File: src/rtl/vc_dest_arbiter_pkg.sv
// Shared constants and state encoding for the VC-to-destination arbiter.
// The optional feature macro is VC_ROUND_ROBIN_EN (see vc_dest_arbiter.sv).
package vc_dest_arbiter_pkg;

  localparam int DATA_WIDTH_DEF  = 6;
  localparam int COUNT_WIDTH_DEF = 8;
  localparam int DEST_BIT        = DATA_WIDTH_DEF - 2;

  typedef enum logic [1:0] {
    ST_IDLE    = 2'd0,
    ST_ACTIVE  = 2'd1,
    ST_BLOCKED = 2'd2
  } arb_state_e;

  // Position of the destination-select bit for any word width.
  function automatic int dest_bit_of(input int width);
    return width - 2;
  endfunction

endpackage

File: src/rtl/vc_dest_arbiter_if.sv
// Bundle of VC-side, destination-side and status signals of the arbiter.
// Handshake: a VC head is consumed in the cycle its pop is high (show-ahead, valid while empty is low); a push marks data_out valid for one cycle.
interface vc_dest_arbiter_if #(
  parameter int data_width  = 6,
  parameter int count_width = 8
);
  logic                   active_in;
  logic [data_width-1:0]  vc0_data;
  logic [data_width-1:0]  vc1_data;
  logic                   vc0_empty;
  logic                   vc1_empty;
  logic                   d0_almost_full;
  logic                   d1_almost_full;
  logic                   vc0_pop;
  logic                   vc1_pop;
  logic                   d0_push;
  logic                   d1_push;
  logic [data_width-1:0]  data_out;
  logic                   arb_idle;
  logic                   arb_active;
  logic                   arb_blocked;
  logic [count_width-1:0] count_d0;
  logic [count_width-1:0] count_d1;

  modport master (
    output active_in, vc0_data, vc1_data, vc0_empty, vc1_empty,
           d0_almost_full, d1_almost_full,
    input  vc0_pop, vc1_pop, d0_push, d1_push, data_out,
           arb_idle, arb_active, arb_blocked, count_d0, count_d1
  );

  modport slave (
    input  active_in, vc0_data, vc1_data, vc0_empty, vc1_empty,
           d0_almost_full, d1_almost_full,
    output vc0_pop, vc1_pop, d0_push, d1_push, data_out,
           arb_idle, arb_active, arb_blocked, count_d0, count_d1
  );
endinterface

File: src/rtl/vc_dest_arbiter_sat_counter.sv
// Saturating up-counter: increments on inc_i and sticks at all-ones.
module sat_counter #(
  parameter int W = 8
) (
  input  logic         clk,
  input  logic         rst_n,
  input  logic         inc_i,
  output logic [W-1:0] count_o
);
  logic [W-1:0] count_q;
  logic [W-1:0] count_d;

  always_comb begin
    count_d = count_q;
    if (inc_i && (count_q != {W{1'b1}})) count_d = count_q + W'(1);
  end

  always_ff @(posedge clk or negedge rst_n) begin
    if (!rst_n) count_q <= '0;
    else        count_q <= count_d;
  end

  assign count_o = count_q;
endmodule

File: src/rtl/vc_dest_arbiter.sv
// Picks at most one VC head per cycle, pops it, and pushes it next cycle to D0/D1.
// Define VC_ROUND_ROBIN_EN to alternate between VCs when both are eligible.
module vc_dest_arbiter
  import vc_dest_arbiter_pkg::*;
#(
  parameter int data_width  = DATA_WIDTH_DEF,
  parameter int count_width = COUNT_WIDTH_DEF
) (
  input logic            clk,
  input logic            reset,
  vc_dest_arbiter_if.slave bus
);
  localparam int DBIT = dest_bit_of(data_width);

  arb_state_e            state_q, state_d;
  logic                  push0_q, push0_d;
  logic                  push1_q, push1_d;
  logic [data_width-1:0] data_q, data_d;
  logic                  elig0, elig1, grant0, grant1;
  logic                  af0, af1;
  logic [data_width-1:0] grant_word;

  // Almost-full of the destination each head is aimed at.
  assign af0   = bus.vc0_data[DBIT] ? bus.d1_almost_full : bus.d0_almost_full;
  assign af1   = bus.vc1_data[DBIT] ? bus.d1_almost_full : bus.d0_almost_full;
  assign elig0 = !bus.vc0_empty && bus.active_in && !af0;
  assign elig1 = !bus.vc1_empty && bus.active_in && !af1;

`ifdef VC_ROUND_ROBIN_EN
  logic last_q;  // 1 = VC1 granted last

  always_ff @(posedge clk or negedge reset) begin
    if (!reset)              last_q <= 1'b1;
    else if (grant0 | grant1) last_q <= grant1;
  end
`endif

  always_comb begin
    grant0 = 1'b0;
    grant1 = 1'b0;
`ifdef VC_ROUND_ROBIN_EN
    if (elig0 && elig1) begin
      grant0 = last_q;
      grant1 = !last_q;
    end else begin
      grant0 = elig0;
      grant1 = elig1;
    end
`else
    grant0 = elig0;
    grant1 = elig1 && !elig0;
`endif
  end

  assign grant_word = grant1 ? bus.vc1_data : bus.vc0_data;

  always_comb begin
    state_d = ST_IDLE;
    push0_d = 1'b0;
    push1_d = 1'b0;
    data_d  = data_q;
    if (grant0 || grant1) begin
      state_d = ST_ACTIVE;
      data_d  = grant_word;
      push0_d = !grant_word[DBIT];
      push1_d = grant_word[DBIT];
    end else if (!bus.active_in || (bus.vc0_empty && bus.vc1_empty)) begin
      state_d = ST_IDLE;
    end else begin
      state_d = ST_BLOCKED;
    end
  end

  always_ff @(posedge clk or negedge reset) begin
    if (!reset) begin
      state_q <= ST_IDLE;
      push0_q <= 1'b0;
      push1_q <= 1'b0;
      data_q  <= '0;
    end else begin
      state_q <= state_d;
      push0_q <= push0_d;
      push1_q <= push1_d;
      data_q  <= data_d;
    end
  end

  // Pops are combinational, so gate them with reset explicitly.
  assign bus.vc0_pop     = grant0 && reset;
  assign bus.vc1_pop     = grant1 && reset;
  assign bus.d0_push     = push0_q;
  assign bus.d1_push     = push1_q;
  assign bus.data_out    = data_q;
  assign bus.arb_idle    = (state_q == ST_IDLE);
  assign bus.arb_active  = (state_q == ST_ACTIVE);
  assign bus.arb_blocked = (state_q == ST_BLOCKED);

  sat_counter #(.W(count_width)) u_cnt_d0 (
    .clk(clk), .rst_n(reset), .inc_i(push0_q), .count_o(bus.count_d0)
  );

  sat_counter #(.W(count_width)) u_cnt_d1 (
    .clk(clk), .rst_n(reset), .inc_i(push1_q), .count_o(bus.count_d1)
  );
endmodule

File: src/flat_wrapper.sv
// flat-port wrapper written by rule: the top's interface ports become plain ports
module vc_dest_arbiter_flat import vc_dest_arbiter_pkg::*;
#(
  parameter int data_width  = DATA_WIDTH_DEF,
  parameter int count_width = COUNT_WIDTH_DEF
)
  (clk, reset, bus_active_in, bus_vc0_data, bus_vc1_data, bus_vc0_empty, bus_vc1_empty, bus_d0_almost_full, bus_d1_almost_full, bus_vc0_pop, bus_vc1_pop, bus_d0_push, bus_d1_push, bus_data_out, bus_arb_idle, bus_arb_active, bus_arb_blocked, bus_count_d0, bus_count_d1);
  vc_dest_arbiter_if #(.data_width(data_width), .count_width(count_width)) bus_i ();
  input logic clk;
  input logic reset;
  input wire logic [$bits(bus_i.active_in)-1:0] bus_active_in;
  input wire logic [$bits(bus_i.vc0_data)-1:0] bus_vc0_data;
  input wire logic [$bits(bus_i.vc1_data)-1:0] bus_vc1_data;
  input wire logic [$bits(bus_i.vc0_empty)-1:0] bus_vc0_empty;
  input wire logic [$bits(bus_i.vc1_empty)-1:0] bus_vc1_empty;
  input wire logic [$bits(bus_i.d0_almost_full)-1:0] bus_d0_almost_full;
  input wire logic [$bits(bus_i.d1_almost_full)-1:0] bus_d1_almost_full;
  output wire logic [$bits(bus_i.vc0_pop)-1:0] bus_vc0_pop;
  output wire logic [$bits(bus_i.vc1_pop)-1:0] bus_vc1_pop;
  output wire logic [$bits(bus_i.d0_push)-1:0] bus_d0_push;
  output wire logic [$bits(bus_i.d1_push)-1:0] bus_d1_push;
  output wire logic [$bits(bus_i.data_out)-1:0] bus_data_out;
  output wire logic [$bits(bus_i.arb_idle)-1:0] bus_arb_idle;
  output wire logic [$bits(bus_i.arb_active)-1:0] bus_arb_active;
  output wire logic [$bits(bus_i.arb_blocked)-1:0] bus_arb_blocked;
  output wire logic [$bits(bus_i.count_d0)-1:0] bus_count_d0;
  output wire logic [$bits(bus_i.count_d1)-1:0] bus_count_d1;
  assign bus_i.active_in = bus_active_in;
  assign bus_i.vc0_data = bus_vc0_data;
  assign bus_i.vc1_data = bus_vc1_data;
  assign bus_i.vc0_empty = bus_vc0_empty;
  assign bus_i.vc1_empty = bus_vc1_empty;
  assign bus_i.d0_almost_full = bus_d0_almost_full;
  assign bus_i.d1_almost_full = bus_d1_almost_full;
  assign bus_vc0_pop = bus_i.vc0_pop;
  assign bus_vc1_pop = bus_i.vc1_pop;
  assign bus_d0_push = bus_i.d0_push;
  assign bus_d1_push = bus_i.d1_push;
  assign bus_data_out = bus_i.data_out;
  assign bus_arb_idle = bus_i.arb_idle;
  assign bus_arb_active = bus_i.arb_active;
  assign bus_arb_blocked = bus_i.arb_blocked;
  assign bus_count_d0 = bus_i.count_d0;
  assign bus_count_d1 = bus_i.count_d1;
  vc_dest_arbiter #(.data_width(data_width), .count_width(count_width)) u_core (.clk(clk), .reset(reset), .bus(bus_i));
endmodule
File: config.mk
export PLATFORM = sky130hd
export DESIGN_NAME = vc_dest_arbiter_flat
export DESIGN_NICKNAME = d
export VERILOG_FILES = /design/src/rtl/vc_dest_arbiter_pkg.sv /design/src/rtl/vc_dest_arbiter_if.sv /design/src/rtl/vc_dest_arbiter_sat_counter.sv /design/src/rtl/vc_dest_arbiter.sv /design/src/flat_wrapper.sv
export SDC_FILE = /design/constraint.sdc
export NUM_CORES = 1
export LEC_CHECK = 0
export CORE_ASPECT_RATIO = 0.7
export CORE_UTILIZATION = 45
export CTS_BUF_LIST = sky130_fd_sc_hd__clkbuf_16
export CTS_CLUSTER_DIAMETER = 80
export DETAILED_ROUTE_END_ITERATION = 10
export HOLD_SLACK_MARGIN = 0.03
export PLACE_DENSITY = 0.8
export RECOVER_POWER = 100
export SLEW_MARGIN = 20
export SYNTH_ARGS = -nofsm -noshare
export SYNTH_HDL_FRONTEND = slang
export SYNTH_SLANG_ARGS = --single-unit
File: constraint.sdc
create_clock -name clk -period 3.8 [get_ports clk]
set_input_delay 0.57 -clock clk [delete_from_list [all_inputs] [get_ports clk]]
set_output_delay 0.57 -clock clk [all_outputs]
set_load 0.05 [all_outputs]
# [After elaboration in Yosys (flattened, before gate mapping)]
# Cells that the tools add are included.
# Widths: inputs -> output; s select.
[op_classes] muxes=7 n_reduce_logical=20 n_eq_ne=4 addsub=2
[ops] operator="$add 8x1->8 const B" n=2
[ops] operator="$ne 8x8->1 const B" n=2
[ops] operator="$logic_and 1x1->1" n=10
[ops] operator="$logic_not 1->1" n=7
[ops] operator="$mux 6" n=1
[ops] operator="$mux 1" n=4
[ops] operator="$mux 2" n=2
[ops] operator="$eq 2x1->1 const B" n=1
[ops] operator="$eq 2x2->1 const B" n=1
[ops] operator="$logic_not 2->1" n=1
[ops] operator="$logic_or 1x1->1" n=2
[word_totals] elab_cells=39 out_inout_bits=29 reg_bits=26 in_bits=19

# [Longest topological paths before layout]
[depth] depth_word=8 depth_mapped=5 ltp_nobuf=4

# [By module]
# Synthesis repeated with hierarchy kept, for this count alone.
[hier_totals] cells_unflattened=124 hier_area_um2=1377.6
[modules_own_cells] module="sat_counter" seq_area_each_um2=200.2 area_per_inst_um2=407.9 cells_per_inst=34 n_inst=2
[modules_own_cells] module="vc_dest_arbiter" seq_area_each_um2=250.2 area_per_inst_um2=561.8 cells_per_inst=56 n_inst=1

# [Least setup slack after synthesis]
# Ideal clock, no wire load.
[synth_path] path_kind="input to output" startpoint="input bus_vc1_data[4]" endpoint="output bus_vc1_pop" cell_stages=3 t_arrival_ps=2202 n_path_buf=0 setup_slack_ps=1028 t_required_ps=3230 path_cell_list="mux2_4 > or2_1 > nor3_1"
[synth_via] elab_chain_cells=5
[synth_lines] item="start: declaration" line_no="flat_wrapper.sv:13" source="input wire logic [$bits(bus_i.vc1_data)-1:0] bus_vc1_data;"
[synth_lines] item="$mux 1" line_no="vc_dest_arbiter.sv:25" source="assign af1 = bus.vc1_data[DBIT] ? bus.d1_almost_full : bus.d0_almost_full;"
[synth_lines] item="$logic_not 1->1" line_no="vc_dest_arbiter.sv:27" source="assign elig1 = !bus.vc1_empty && bus.active_in && !af1;"
[synth_lines] item="$logic_and 1x1->1" line_no="vc_dest_arbiter.sv:27"
[synth_lines] item="$logic_and 1x1->1" line_no="vc_dest_arbiter.sv:51" source="grant1 = elig1 && !elig0;"
[synth_lines] item="$logic_and 1x1->1" line_no="vc_dest_arbiter.sv:90" source="assign bus.vc1_pop = grant1 && reset;"
[synth_lines] item="end: declaration" line_no="flat_wrapper.sv:19" source="output wire logic [$bits(bus_i.vc1_pop)-1:0] bus_vc1_pop;"
# Every way passes these cells.

# [Worst setup path after layout]
[layout_path] startpoint="input bus_vc0_data[4]" endpoint="output bus_vc0_pop"
[layout_via] elab_chain_cells=4
[layout_lines] item="start: declaration" line_no="flat_wrapper.sv:12" source="input wire logic [$bits(bus_i.vc0_data)-1:0] bus_vc0_data;"
[layout_lines] item="$mux 1" line_no="vc_dest_arbiter.sv:24" source="assign af0 = bus.vc0_data[DBIT] ? bus.d1_almost_full : bus.d0_almost_full;"
[layout_lines] item="$logic_not 1->1" line_no="vc_dest_arbiter.sv:26" source="assign elig0 = !bus.vc0_empty && bus.active_in && !af0;"
[layout_lines] item="$logic_and 1x1->1" line_no="vc_dest_arbiter.sv:26"
[layout_lines] item="$logic_and 1x1->1" line_no="vc_dest_arbiter.sv:89" source="assign bus.vc0_pop = grant0 && reset;"
[layout_lines] item="end: declaration" line_no="flat_wrapper.sv:18" source="output wire logic [$bits(bus_i.vc0_pop)-1:0] bus_vc0_pop;"
# Every way passes these cells.

==> metrics <==
status finished clean; FF-to-FF setup slack 2150 ps; Final nets 200; hold path depth 1; H-tree depth 1; xor/xnor share of the synthesized area 3.90%; max cap viols 0; flops & latches, synth 26; CTS tree yes; I/O pin count 48; Syn. warnings 0; share of cells above drive strength 1 5.06%; cts hold-fix bufs 0; CP max stage delay 540 ps; total number of vias 1,178; GP Congestion 0.850; number of setup buffers added after CTS 0; drt via density 5.50; Reg-to-Reg Start u_core.u_cnt_d0.count_o[0]$_DFFE_PN0P_; Layout Skew 0.675 ps; startpoint types input pin; Hold Path Sink u_core.u_cnt_d1.count_o[6]$_DFFE_PN0P_; RSZ-0062 raised after global routing no; die span in y 47.8 um; total grt overflow 0; setup tns final 0 ps; min cycle time layout 3080 ps; post-synthesis mux area share 7.52%; headroom to the max-slew limit 60.8%; clock network fraction of design power 24.9%; LEAKAGE 0.000839 uW; Worst-path clk slew 70 ps; Power Dens Cells 641 nW/um^2; final antenna-violating net count 0; Root Driver clkbuf_16; Layout area overhead 42.9%; # rows 16; DR iter-0 viols 92; Area after DPL 1840 um^2; Final Slew Violations 0; Net Count, Synth 152; area share of and/or/nand/nor cells after synthesis 22.7%; Hold Vio Cnt, Final 0; Core ar. 2820 um^2; global-route wire length before repair 5090 um; Mapped Area 1350 um^2; Max Clock Freq 324 MHz; crit path kind input pin to output pin; Post-Place Cells 210; Sequential Area 651 um^2; wire per inst 14.8 um; largest family of logic cells by synthesized area simple AND/OR/NAND/NOR gates; Synth Area in Compound Gates 12.4%; Psw 520 uW; CP max FO 9; number of library cell types mapped by synthesis 38; Logic pwr share 41.0%; Worst Path Arrival 2510 ps; Least-Margin Pin Slew 591 ps; Num CTS Buffers 3; Remaining DRCs 0; Worst Setup End Kind output pin; CTS resizes 0; CP Launch Point bus_vc0_data[4]; critical path's slowest cell clkdlybuf4s50_1; Max IR drop VDD 0.303 mV; HPWL after DPL 2270 um; fillers 210; vias in the first global route 1,029; Synth Area in Adders 1.86%; final hold slack 523 ps; final cell count without fillers 214; DIE AREA 3220 um^2; Critical Path RT 3230 ps; post-synthesis sequential area ratio 48.3%; CP cell instances clkdlybuf4s50_1 > mux2_4 > or2_0 > nor2_1 > clkbuf_1; Hold Path Origin u_core.u_cnt_d1.count_o[6]$_DFFE_PN0P_; HP Class register to register; Sequential Power Share 34.1%; n_diodes 0; Starting Density 47.7%; Synth Instances 131; antenna violations before repair 0; internal power 714 uW; endpoints failing setup 0; # port buffers 47; GRT Resource Usage Total 22.6%; FF-to-FF path depth 4; switching part of the total 42.2%; drt pass-1 iters 4; largest net degree at the start of global routing 28; Clock Sink Count 26; Routed WL 3170 um; worst reg2reg path endpoint u_core.u_cnt_d0.count_o[1]$_DFFE_PN0P_; Clock Latency Late Sink 260 ps; Die Wd 67.4 um; Multi-input gate area 644 um^2; Design Area, Final 1930 um^2; Avg Inst Size Synth 10.3 um^2; Clock Path Buffers 2; crit share post-route 81.2%
## critical path: cells and delay by family
kind	cells	cell delay, ps
muxes	1	360
and+or+nand+nor	2	570
buffers and inverters	2	1020
## stage by stage
| stage | power [uW] | util, % | setup slack, ps |
|---|---|---|---|
| floorplan | 762 | - | 1030 |
| CTS | 1270 | 68.8 | 979 |
| detailed placement | 960 | 65.1 | 1020 |
| finish | 1230 | 68.2 | 715 |
| global placement | 946 | 65.1 | 1080 |
| global route | 1290 | 68.2 | 656 |
## kinds of logic (layout without fill, tap and decap cells)
family,after synthesis,after routing
XOR/XNOR,6,6
multiplexers,8,8
AND/OR/NAND/NOR,54,54
AO/OA/AOI/OAI,26,26
flip-flops,26,26
adder cells (fa/ha/maj),2,2
buffers and inverters,9,56
## per-layer routing
| layer | routed length, um | global-route usage [%] |
|---|---|---|
| met5 | 0 | 0 |
| met4 | 33 | 7.66 |
| met3 | 198 | 5.24 |
| met2 | 1490 | 36.0 |
| met1 | 1440 | 30.9 |
## sequential cells by signal, summed over array words and instances (netlist names)
| signal | cells |
|---|---|
| u_core.bus.d0_push | 1 |
| u_core.bus.d1_push | 1 |
| u_core.bus.data_out | 6 |
| u_core.state_q | 2 |
| u_core.u_cnt_d0.count_o | 8 |
| u_core.u_cnt_d1.count_o | 8 |
## worst max path at each step
stage | to | slack, ps
2_1_floorplan | bus_vc1_pop | 1030
3_3_place_gp | bus_vc0_pop | 1080
3_5_place_dp | bus_vc0_pop | 1020
4_1_cts | bus_vc0_pop | 980
5_1_grt | bus_vc1_pop | 660
6_report | bus_vc0_pop | 720
## power by group through the flow
| stage | Sequential [uW] | Clock, uW | Combinational [uW] |
|---|---|---|---|
| final | 420 | 307 | 506 |
| after CTS | 423 | 311 | 535 |
| after global placement | 422 | 0 | 525 |
| after global routing | 433 | 318 | 540 |
| after floorplan | 632 | 0 | 130 |
| after detailed placement | 428 | 0 | 532 |
## synthesized netlist by cell type, drive strengths merged
library cell  number  area, um^2
dfrtp             26         651
nor3              10        50.1
nand2              9        33.8
mux2               8         101
a21oi              6        30.0
nand3              6        30.0
a31oi              5        31.3
nor2               5        18.8
o21ai              5        25.0
or3b               5        43.8
inv                4        15.0
nand2b             4        25.0
xor2               4        35.0
a211oi             3        22.5
buf                3        21.3
nand4              3        18.8
and3               2        12.5
and4               2        17.5
clkbuf             2        7.51
ha                 2        25.0
nor2b              2        12.5
o31ai              2        15.0
or2                2        12.5
xnor2              2        17.5
a311oi             1        8.76
a41o               1        10.0
a41oi              1        8.76
and2               1        6.26
nor3b              1        12.5
nor4               1        6.26
o21a               1        7.51
o31a               1        8.76
or3                1        6.26
## cells in the final DEF, fill, tap and decap left out, drive strengths merged, types with 4 or more instances in the layout
cell type       n
a21oi           6
o21ai           5
nand2b          4
nor3           10
nand2           9
mux2            8
dlygate4sd3    29
xor2            4
clkbuf          5
a31oi           5
or3b            5
nand3           6
inv             4
dfrtp          26
nor2            5
clkdlybuf4s50  16
## layout make-up
cell class / count / area share, %
multi-input combinational: 96 / 33.5
tap: 36 / 2.34
sequential: 26 / 33.8
inverter: 4 / 0.780
clock inverter: 1 / 1.56
timing repair buffer: 48 / 24.2
clock buffer: 3 / 3.90
No activity file was read; power rests on OpenSTA's default activity.
